### src/rtl/hack_pkg.sv
// Shared Hack platform constants: ROM geometry, word width and the boot loader state encoding.
package hack_pkg;

  localparam int ROM_ADDR_W = 15;
  localparam int WORD_W     = 16;

  localparam logic [2:0] CNT_HI = 3'd0;
  localparam logic [2:0] CNT_LO = 3'd1;
  localparam logic [2:0] W_HI   = 3'd2;
  localparam logic [2:0] W_LO   = 3'd3;
  localparam logic [2:0] CS_HI  = 3'd4;
  localparam logic [2:0] CS_LO  = 3'd5;
  localparam logic [2:0] DONE   = 3'd6;
  localparam logic [2:0] ERR    = 3'd7;

endpackage

### src/rtl/hack_rom_loader_byte_pair_assembler.sv
// Joins a hi/lo byte pair into one big-endian word; the word is presented combinationally
// with a one-cycle word_valid on the lo-byte transfer. Phase is owned by the caller's FSM.
module byte_pair_assembler #(
  parameter int WORD_W = hack_pkg::WORD_W
) (
  input  logic                clock,
  input  logic                reset,
  input  logic [WORD_W/2-1:0] din,
  input  logic                take,
  input  logic                is_lo,
  output logic [WORD_W-1:0]   word,
  output logic                word_valid
);

  logic [WORD_W/2-1:0] hi_q;

  always_ff @(posedge clock) begin
    if (!reset) begin
      hi_q <= '0;
    end else if (take && !is_lo) begin
      hi_q <= din;
    end
  end

  assign word       = {hi_q, din};
  assign word_valid = take & is_lo;

endmodule

### src/rtl/hack_rom_loader.sv
// Boot loader: byte stream -> sequential ROM writes, holding the CPU in reset until the image is in.
// Optional trailing XOR checksum word enabled by HACK_ROM_LOADER_CHECKSUM_EN.
module hack_rom_loader import hack_pkg::*; #(
  parameter int ADDR_W    = hack_pkg::ROM_ADDR_W,
  parameter int WORD_W    = hack_pkg::WORD_W,
  parameter int MAX_WORDS = 32768
) (
  input  logic                clock,
  input  logic                reset,
  input  logic [WORD_W/2-1:0] rx_data,
  input  logic                rx_valid,
  output logic                rx_ready,
  input  logic                reload,
  output logic                rom_we,
  output logic [ADDR_W-1:0]   rom_addr,
  output logic [WORD_W-1:0]   rom_wdata,
  output logic                cpu_reset,
  output logic                done,
  output logic                error
);

  localparam logic [WORD_W:0] MAXN = (WORD_W+1)'(MAX_WORDS);

  logic [2:0]        state, state_n;
  logic [WORD_W-1:0] cnt_q, idx_q;
  logic [WORD_W-1:0] word;
  logic              word_valid;
  logic              xfer, is_lo, last_word, data_wr, cs_done;

  assign xfer      = rx_valid & rx_ready;
  assign is_lo     = (state == CNT_LO) || (state == W_LO) || (state == CS_LO);
  assign last_word = (idx_q + 1'b1) == cnt_q;
  assign data_wr   = word_valid && (state == W_LO);

  byte_pair_assembler #(.WORD_W(WORD_W)) u_bpa (
    .clock      (clock),
    .reset      (reset),
    .din        (rx_data),
    .take       (xfer),
    .is_lo      (is_lo),
    .word       (word),
    .word_valid (word_valid)
  );

`ifdef HACK_ROM_LOADER_CHECKSUM_EN
  logic [WORD_W-1:0] cs_q;
  assign cs_done = word_valid && (state == CS_LO) && (word == cs_q);
`else
  assign cs_done = 1'b0;
`endif

  always_comb begin
    state_n = state;
    if (xfer) begin
      case (state)
        CNT_HI: state_n = CNT_LO;
        CNT_LO: state_n = (word != '0 && {1'b0, word} <= MAXN) ? W_HI : ERR;
        W_HI:   state_n = W_LO;
`ifdef HACK_ROM_LOADER_CHECKSUM_EN
        W_LO:   state_n = last_word ? CS_HI : W_HI;
        CS_HI:  state_n = CS_LO;
        CS_LO:  state_n = cs_done ? DONE : ERR;
`else
        W_LO:   state_n = last_word ? DONE : W_HI;
`endif
        default: state_n = state;
      endcase
    end
  end

  // Checksum completion releases the CPU straight away; the plain path waits for DONE so
  // the release lands one cycle after the final ROM write.
  always_ff @(posedge clock) begin
    if (!reset) begin
      state     <= CNT_HI;
      rx_ready  <= 1'b0;
      rom_we    <= 1'b0;
      rom_addr  <= '0;
      rom_wdata <= '0;
      cpu_reset <= 1'b1;
      done      <= 1'b0;
      error     <= 1'b0;
      cnt_q     <= '0;
      idx_q     <= '0;
    end else if (reload) begin
      state     <= CNT_HI;
      rx_ready  <= 1'b1;
      rom_we    <= 1'b0;
      rom_addr  <= '0;
      cpu_reset <= 1'b1;
      done      <= 1'b0;
      error     <= 1'b0;
      idx_q     <= '0;
    end else begin
      state     <= state_n;
      rx_ready  <= (state_n != DONE) && (state_n != ERR);
      rom_we    <= data_wr;
      done      <= (state == DONE) || cs_done;
      cpu_reset <= !((state == DONE) || cs_done);
      error     <= (state_n == ERR);
      if (data_wr) begin
        rom_addr  <= idx_q[ADDR_W-1:0];
        rom_wdata <= word;
        idx_q     <= idx_q + 1'b1;
      end
      if (word_valid && state == CNT_LO) begin
        cnt_q <= word;
        idx_q <= '0;
      end
    end
  end

`ifdef HACK_ROM_LOADER_CHECKSUM_EN
  always_ff @(posedge clock) begin
    if (!reset || reload) begin
      cs_q <= '0;
    end else if (word_valid && state == CNT_LO) begin
      cs_q <= '0;
    end else if (data_wr) begin
      cs_q <= cs_q ^ word;
    end
  end
`endif

endmodule

### config.mk
export PLATFORM = sky130hd
export DESIGN_NAME = hack_rom_loader
export DESIGN_NICKNAME = d
export VERILOG_FILES = /design/src/rtl/hack_pkg.sv /design/src/rtl/hack_rom_loader_byte_pair_assembler.sv /design/src/rtl/hack_rom_loader.sv
export SDC_FILE = /design/constraint.sdc
export NUM_CORES = 1
export LEC_CHECK = 0
export CAP_MARGIN = 20
export CORE_ASPECT_RATIO = 0.9
export CORE_MARGIN = 3
export CORE_UTILIZATION = 59
export DETAILED_ROUTE_END_ITERATION = 7
export PLACE_DENSITY = 0.92
export REMOVE_ABC_BUFFERS = 1
export SLEW_MARGIN = 20
export SYNTH_ARGS = -nofsm -noshare
export SYNTH_HDL_FRONTEND = slang
export SYNTH_SLANG_ARGS = --single-unit
export TNS_END_PERCENT = 1
### constraint.sdc
create_clock -name clock -period 5.18 [get_ports clock]
set_input_delay 0.777 -clock clock [delete_from_list [all_inputs] [get_ports clock]]
set_output_delay 0.777 -clock clock [all_outputs]
set_load 0.005 [all_outputs]
# --- Word-level counts from Yosys, hierarchy flattened ---
# Cells that the tools add are included.
totals:
  reg_bits: 79
  latch_bits: 0
  ramBits: 0
  rom_bits: 0
  inputBits: 12
  out_inout_bits: 36
  wordCells: 46
  mem_count: 0
op_classes:
  n_addsub: 1
  multipliers: 0
  div_mod_pow: 0
  order_cmp: 1
  n_eq_ne: 9
  shifts: 0
  mux: 5
  bitwise: 4
  reduce_logical: 15
op_table:
  columns: ["operator", "n"]
  rows:
  - ["16-bit by 1-bit adder with 16-bit output, second input constant", 1]
  - ["16-bit == test", 1]
  - ["16-bit less-or-equal comparator, second input constant", 1]
  - ["16-bit nonzero test", 1]
  - ["3-bit one-hot mux with 4 select lines", 1]
  - ["3-bit == test, second input constant", 3]
  - ["3-bit 2-to-1 mux", 3]
  - ["3-bit by 2-bit == test with 1-bit output, second input constant", 2]
  - ["3-bit != test, second input constant", 2]
  - ["1-bit logical AND", 5]
  - ["2-bit AND reduction", 2]
  - ["3-bit by 1-bit == test with 1-bit output, second input constant", 1]
  - ["3-bit zero test", 1]
  - ["3-bit OR reduction", 1]
  - ["1-bit AND", 2]
  - ["1-bit zero test", 2]
  - ["1-bit logical OR", 2]
  - ["1-bit NOT", 2]
  - ["2-bit OR reduction", 1]
  - ["1-bit 2-to-1 mux", 1]

# --- Longest topological paths before layout ---
# Gate-level depths: netlist of the first run.
depth:
  ltp_word: 8
  ltp_mapped: 8
  depth_no_buf: 7

# --- Cells and area by module ---
# From an unflattened synthesis of the first run, not the netlist that was laid out.
hier_totals:
  hier_cells: 443
  hier_area_um2: 3629.7
modules_own_cells:
  columns: ["module", "n_inst", "cells_per_inst", "area_each_um2", "seq_area_each_um2"]
  rows:
  - ["hack_rom_loader", 1, 398, 3215.6, 1421.4]
  - ["byte_pair_assembler", 1, 45, 414.1, 160.2]

# --- Least setup slack after synthesis of the first run ---
# OpenSTA, ideal clock, no wires.
synth_path:
  kind: "in2reg"
  from: "in rx_valid"
  to: "reg rx_ready"
  setup_ps: 120
  arrival_ps: 1892
  required_ps: 5060
  path_slack_ps: 3168
  stages: 6
  n_path_buf: 0
  path_cell_list: "nand4b_1 > nor2_2 > o2111ai_1 > a2111oi_2 > and4_1 > a21oi_1"
synth_via:
  elab_chain_cells: 5
  word_cells_on_any_way: 6
  classes_between: "eq/ne (2); mux (2); bitwise (1); reduce/logical (1)"
synth_rtl:
  columns: ["item", "line", "rtl"]
  rows:
  - ["start: declaration", "hack_rom_loader.sv:11", "input logic rx_valid,"]
  - ["1-bit AND *", "hack_rom_loader.sv:30", "assign xfer = rx_valid & rx_ready;"]
  - ["3-bit 2-to-1 mux *", "hack_rom_loader.sv:54", "if (xfer) begin"]
  - ["3-bit != test", "hack_rom_loader.sv:96", "rx_ready <= (state_n != DONE) && (state_n != ERR);"]
  - ["1-bit logical AND *", "hack_rom_loader.sv:96", null]
  - ["1-bit 2-to-1 mux *", "hack_rom_loader.sv:85", "end else if (reload) begin"]
  - ["end signal: assignment", "hack_rom_loader.sv:96", null]
  - ["end: declaration", "hack_rom_loader.sv:12", "output logic rx_ready,"]
# Mark *: on every way between the ends. The rest lies on a longest branch, timed or not.
# A chain may end at the register's enable or synchronous reset.

# --- Final worst setup path of the first run ---
layout_path:
  from: "in rx_valid"
  to: "reg rom_wdata[11]"
layout_via:
  elab_chain_cells: 4
layout_rtl:
  columns: ["item", "line", "rtl"]
  rows:
  - ["1-bit AND", "hack_rom_loader.sv:30", null]
  - ["1-bit AND", "hack_rom_loader_byte_pair_assembler.sv:26", "assign word_valid = take & is_lo;"]
  - ["1-bit logical AND", "hack_rom_loader.sv:33", "assign data_wr = word_valid && (state == W_LO);"]
  - ["2-bit AND reduction (no source line)", null, null]
  - ["end signal: assignment", "hack_rom_loader.sv:103", "rom_wdata <= word;"]
  - ["end: declaration", "hack_rom_loader.sv:16", "output logic [WORD_W-1:0] rom_wdata,"]
# No other way between the ends.

==> results of run 1 <==
## path summary, 6_finish.rpt
check	end	slack [ns]
worst max-delay path	rom_wdata[11]	2.15
worst max register to register	rom_wdata[11]	2.62
worst min-delay path	rom_addr[3]	0.46
worst min register to register	rom_addr[3]	0.46
## kinds of logic after synthesis
logic type,count (synthesis),share of synthesized area (%)
fa+ha+maj,1,0.355
buf+inv,31,3.77
mux,10,2.88
xor+xnor,32,7.96
simple gates,197,25.5
flops,79,44.9
compound gates,75,14.6
## where the power goes
group	internal (mW)	total (mW)	switching [mW]
Combinational	0.0206	0.0419	0.0213
Clock	0.237	0.469	0.232
Sequential	0.611	0.616	0.00527
Total	0.869	1.13	0.258
## cell usage after synthesis (2+ instances only)
master    instances  share of area [%]
and4_1            2               0.50
nor4_1            6                1.1
a21boi_0         32                6.8
xnor2_1          23                5.7
clkbuf_1         17                1.8
buf_2            10                1.4
nand4b_1          3               0.75
xor2_1            9                2.2
a211oi_1          3               0.64
nand2b_1          2               0.36
nor2_1           29                3.1
or3_1             5               0.89
o31ai_1           2               0.43
o21ai_0           3               0.43
nand2_1         108                 12
nand3_1           9                1.3
or2_2             2               0.36
a21oi_1          23                3.3
mux2i_1           9                2.6
inv_1             3               0.32
nand4_1           4               0.71
nor4b_1           2               0.50
dfxtp_1          79                 45
nor3_1           11                1.6
nor2b_1           8                1.4
## critical path, stage by stage
cell,delay (ns)
clkdlybuf4s50_1,0.50
and4b_1,0.21
nand2_1,0.48
nor2_1,1.00
nand2_1,0.12
a21boi_0,0.21
## state kept, by name, indices dropped and copies added, names as in the netlist, 3 cells and up
register / cells
cnt_q: 16
idx_q: 16
rom_wdata: 16
rom_addr: 15
u_bpa.hi_q: 8
state: 3
## per-layer routing
layer  vias to the layer above  global-route usage (%)  routed length [um]
met5                         -                       0                   0
met4                         0                    8.74                 136
met3                        13                    7.99                 581
met2                       128                    38.0                3740
met1                      1404                    30.8                3370
li1                       1501                       -                   -
## cell type report
type	count	share of cell area [%]
clock inverter	6	1.61
tap	70	2.09
timing repair buffer	51	11.9
multi-input combinational	315	43.1
clock buffer	10	3.28
sequential	79	37.7
inverter	3	0.269
## stage by stage
| step | setup slack, ns | cells | hold slack [ns] |
|---|---|---|---|
| floorplan | 2.90 | 397 | 0.452 |
| CTS | 2.11 | 534 | 0.456 |
| finish | 2.15 | 534 | 0.455 |
| global route | 1.84 | 534 | 0.481 |
| global placement | 1.87 | 518 | 0.441 |
| detailed placement | 1.77 | 518 | 0.445 |
==> metrics.txt, run 1 <==
Rows 26; post-synthesis sequential area ratio 44.9%; largest net degree at the start of global routing 44; crit path launch rx_valid; RSZ-0062 raised after global routing no; maximum VDD drop 0.000203 V; clk_lat worst skew between 0.3 and 0.4 ns; CTS Hold Buffers Added 0; fin util roughly three quarters; H-tree depth 3; Placed Instance Area between 3000 and 4000 um^2; Port Buffers between 40 and 50; slew margin rel. 29.8%; Setup crit start kind primary input; Fill cells roughly 440; Synth Register Bits between 70 and 80; initial antenna violation count 0; Synth Instances 425; DIE AREA 6930 um^2; status complete, no violations; Critical Path RT 5.45 ns; Tightest Pin Transition 1.05 ns; setup TNS 0 ns; worst reg2reg path depth 5; crit share post-route about three fifths; detailed-route DRC error count 0; post-synthesis cell type count 46; clock sink total 79; ys async rst share 0%; fin. max-slew vios 0; worst setup path class primary input to flip-flop; Sequential Area 1580 um^2; Min-Delay Startpoint rom_addr[3]; commonest non-fill, non-tap cell in the layout nand2_1; Final Routed Wirelength approximately 7.8 mm; gr usage total between 20% and 30%; MaxCap Viol Count 0; Nets 472; CTS tree done; Diodes inserted 0; Clock Pin Slew Worst Setup and Hold Paths approximately 0.08 ns; fmax between 300 and 400 MHz; GRT overflow 0; Hold Path Stages 2; HP Class flip-flop to flip-flop; remaining antenna violation count 0; number of buffers on the longest clock path 2; Placer Congestion between 0.8 and 0.9; post-cts sizing count 0; Post-synth EDFFs 0; Yosys Warn Count 0; detailed-router iteration count before antenna repair 5; Pwr Total ~1.1 mW; Vias 3046; commonest non-fill, non-tap cells in the layout 108 x nand2_1, 79 x dfxtp_1, 47 x clkdlybuf4s50_1, 32 x a21boi_0, 29 x nor2_1; PwrDens about 270 nW/um^2; synthesized area about 3500 um^2; detailed placement HPWL 5.34 mm; Final setup viols 0; leakage between 1 and 1.5 nW; reg2reg start state[0]; min Tclk post-route 3.03 ns; Root Buffer clkbuf_8; Setup Skew ~0.007 ns; critical-path maximum fanout 25; fin area around 4200 um^2; ys flop type dfxtp_1; nature of the critical path endpoint flip-flop; Fin. Hold Viols 0; WP data arrival roughly 3.3 ns; Die Y approximately 80 um; Initial Util roughly three fifths; WL/cell about 15 um; synthesized area per cell approximately 8.3 um^2; via/cell ratio about 5.7; DR iter-0 viols roughly 170; Ports 48; vias in the first global route 2911; first-pass GRT wire length between 10 and 15 mm; multi-input logic area 1810 um^2; Syn-to-layout area delta 19.1%; total CTS buffers 9; Post-CTS Setup Bufs 0; share of layout cells above drive strength 1 6.03%; die width roughly 90 um; core area between 5000 and 6000 um^2
(Power assumes the default switching activity.)
==> inputs of run 2 (changes only) <==
--- a/config.mk
+++ b/config.mk
@@ -8,9 +8,9 @@
 export CAP_MARGIN = 20
 export CORE_ASPECT_RATIO = 0.9
 export CORE_MARGIN = 3
-export CORE_UTILIZATION = 59
+export CORE_UTILIZATION = 49
 export DETAILED_ROUTE_END_ITERATION = 7
-export PLACE_DENSITY = 0.92
+export PLACE_DENSITY = 0.82
 export REMOVE_ABC_BUFFERS = 1
 export SLEW_MARGIN = 20
 export SYNTH_ARGS = -nofsm -noshare
==> constraint.sdc (replaced) <==
create_clock -name clock -period 2.7 [get_ports clock]
set_input_delay 0.405 -clock clock [delete_from_list [all_inputs] [get_ports clock]]
set_output_delay 0.405 -clock clock [all_outputs]
set_load 0.005 [all_outputs]
==> metrics.txt, run 2 (synthesis gave the netlist of run 1 again) <==
min Tclk post-route ~2.2 ns; WP data arrival 2.43 ns (-0.87 ns); Final Routed Wirelength 8.16 mm (+4.2%); clock power share 43.4% (+1.8 points); commonest non-fill, non-tap cells in the layout 108 x nand2_1, 79 x dfxtp_1, 47 x clkdlybuf4s50_1, 32 x a21boi_0, 29 x nor2_1; Crit path depth 7 (+1); number of buffers on the longest clock path 2 (unchanged); detailed-route DRC error count 0 (unchanged); Placed Instance Area 4070 um^2 (+2.1%); clock sink total 79 (unchanged); Port Buffers 47 (unchanged); Setup crit start kind flip-flop; Tightest Pin Transition 0.650 ns (-0.399 ns); MaxCap Viol Count 0 (unchanged); sw power 0.492 mW (+91%); post-cts sizing count 0 (unchanged); Placer Congestion 0.971 (+8.8%); maximum VDD drop 0.000374 V (+84%); Switching Fraction 22.1% (-0.84 points); Post-CTS Setup Bufs 0 (unchanged); Initial Util 52.1% (-9.4 points); Sequential Power Share 53.0% (-1.7 points); Critical Path RT 2.93 ns (-2.52 ns); worst reg2reg path depth 7 (+2); fmax 455 MHz; Diodes inserted 0 (unchanged); HP Class flip-flop to flip-flop; detailed-router iteration count before antenna repair 4 (-1); critical-path maximum fanout 7 (-72%); detailed placement HPWL 5.76 mm (+7.9%); most frequent CP cell nor2_1; PwrDens 520 nW/um^2 (+93%); total CTS buffers 9 (unchanged); WL/cell 14.5 um (-1.0%); first-pass GRT wire length 13.8 mm (+4.3%); worst setup path class flip-flop to flip-flop; Nets 480 (+1.7%); CTS tree done; via/cell ratio 5.41 (-5.1%); Pwr Total 2.23 mW (+98%); initial antenna violation count 0 (unchanged); combinational power share 3.6% (about the same); leakage 1.36 nW (+3.4%); Ports 48 (unchanged); nature of the critical path endpoint flip-flop; gr usage total 21.2% (-2.9 points); Clock Pin Slew Worst Setup and Hold Paths 0.08 ns (about the same); setup TNS 0 ns (unchanged); fin. max-slew vios 0 (unchanged); Fin. Hold Viols 0 (unchanged); Top delay family on crit path simple AND/OR/NAND/NOR gates; remaining antenna violation count 0 (unchanged); Hold Path Stages 2 (unchanged); Power Internal 1.74 mW (+100%); slew margin rel. 56.6% (+27 points); status complete, no violations; Setup WS post-layout 0.503 ns (-1.64 ns); vias in the first global route 2934 (+0.79%); CP peak stage delay 0.45 ns (-0.55 ns); Setup Skew 0.00935 ns (+0.00241 ns); fin area 4290 um^2 (+2.4%); Syn-to-layout area delta 21.9%; Placement Setup Slack 0.451 ns (-1.32 ns); DIE AREA 8240 um^2 (+19%); Die Y 86.4 um (+9.0%); share of layout cells above drive strength 1 7.42% (+1.4 points); largest net degree at the start of global routing 43 (-2.3%); clk_lat worst skew 0.36 ns (about the same); crit share post-route 81.4%; die width 95.4 um (+9.1%); H-tree depth 3 (unchanged); CP bufs+invs 1 (unchanged); CTS Hold Buffers Added 0 (unchanged); core area 6760 um^2 (+18%); slowest stage cell, crit path dfxtp_1; Regs by FF count cnt_q: 16 flops, idx_q: 16 flops, rom_wdata: 16 flops; DR iter-0 viols 126 (-28%); worst path cell trace nand4_1 -> buf_4 -> nor2_1 -> nand2_1 -> nor3_1 -> xnor2_1 -> nor2_1; GRT overflow 0 (unchanged); RSZ-0062 raised after global routing no; Vias 3042 (-0.13%); Root Buffer clkbuf_8; Rows 28 (+7.7%); Final setup viols 0 (unchanged); commonest non-fill, non-tap cell in the layout nand2_1
## run 2: cell types whose count changed in the layout (fill, tap and decap cells not counted), sizes merged
| cell | before | now |
|---|---|---|
| buf | 4 | 12 |
| inv | 4 | 5 |
| clkinv | 2 | 0 |
| bufinv | 1 | 2 |
## run 2: layout make-up
class                   instances  area (um^2)
repair buffers                 59          561
clock buffers                  10          128
inverters                       3         11.3
flip-flops and latches         79         1580
fillers                       564         2470
clock inverters                 6         92.6
multi-input cells             315         1810
well taps                      90          113
## run 2: worst reg2reg max path, stage by stage (launching register included)
cell and delay, ns:
dfxtp_1 0.45, nand4_1 0.34, buf_4 0.28, nor2_1 0.26, nand2_1 0.24, nor3_1 0.30, xnor2_1 0.15, nor2_1 0.05
## run 2: final timing paths
check,from,slack [ns],end
min,rom_addr[8],0.45,rom_addr[8]
min reg2reg,rom_addr[8],0.45,rom_addr[8]
max,idx_q[7],0.50,idx_q[14]
max reg2reg,idx_q[7],0.50,idx_q[14]
## run 2: metal layers
layer	part of all wire, %	GRT usage [%]	up-vias	wire, um
li1	-	-	1515	-
met1	47	27.8	1426	3840
met2	45	33.7	87	3680
met3	5.5	6.42	14	452
met4	2.2	6.29	0	180
met5	0	0	-	0
## run 2: stage by stage
step                hold slack [ns]  cells  util [%]
floorplan                     0.452    397         -
global route                  0.482    562      63.5
global placement              0.440    546      60.2
detailed placement            0.450    546      60.2
CTS                           0.461    562      63.5
finish                        0.454    562      63.5
## run 2: power by group through the flow
stage / Clock [mW] / Combinational (mW) / Sequential, mW
floorplan: 0 / 0.0382 / 1.21
global placement: 0 / 0.0784 / 1.21
detailed placement: 0 / 0.0802 / 1.21
CTS: 0.986 / 0.0807 / 1.18
global route: 1.04 / 0.0883 / 1.18
finish: 0.968 / 0.0808 / 1.18
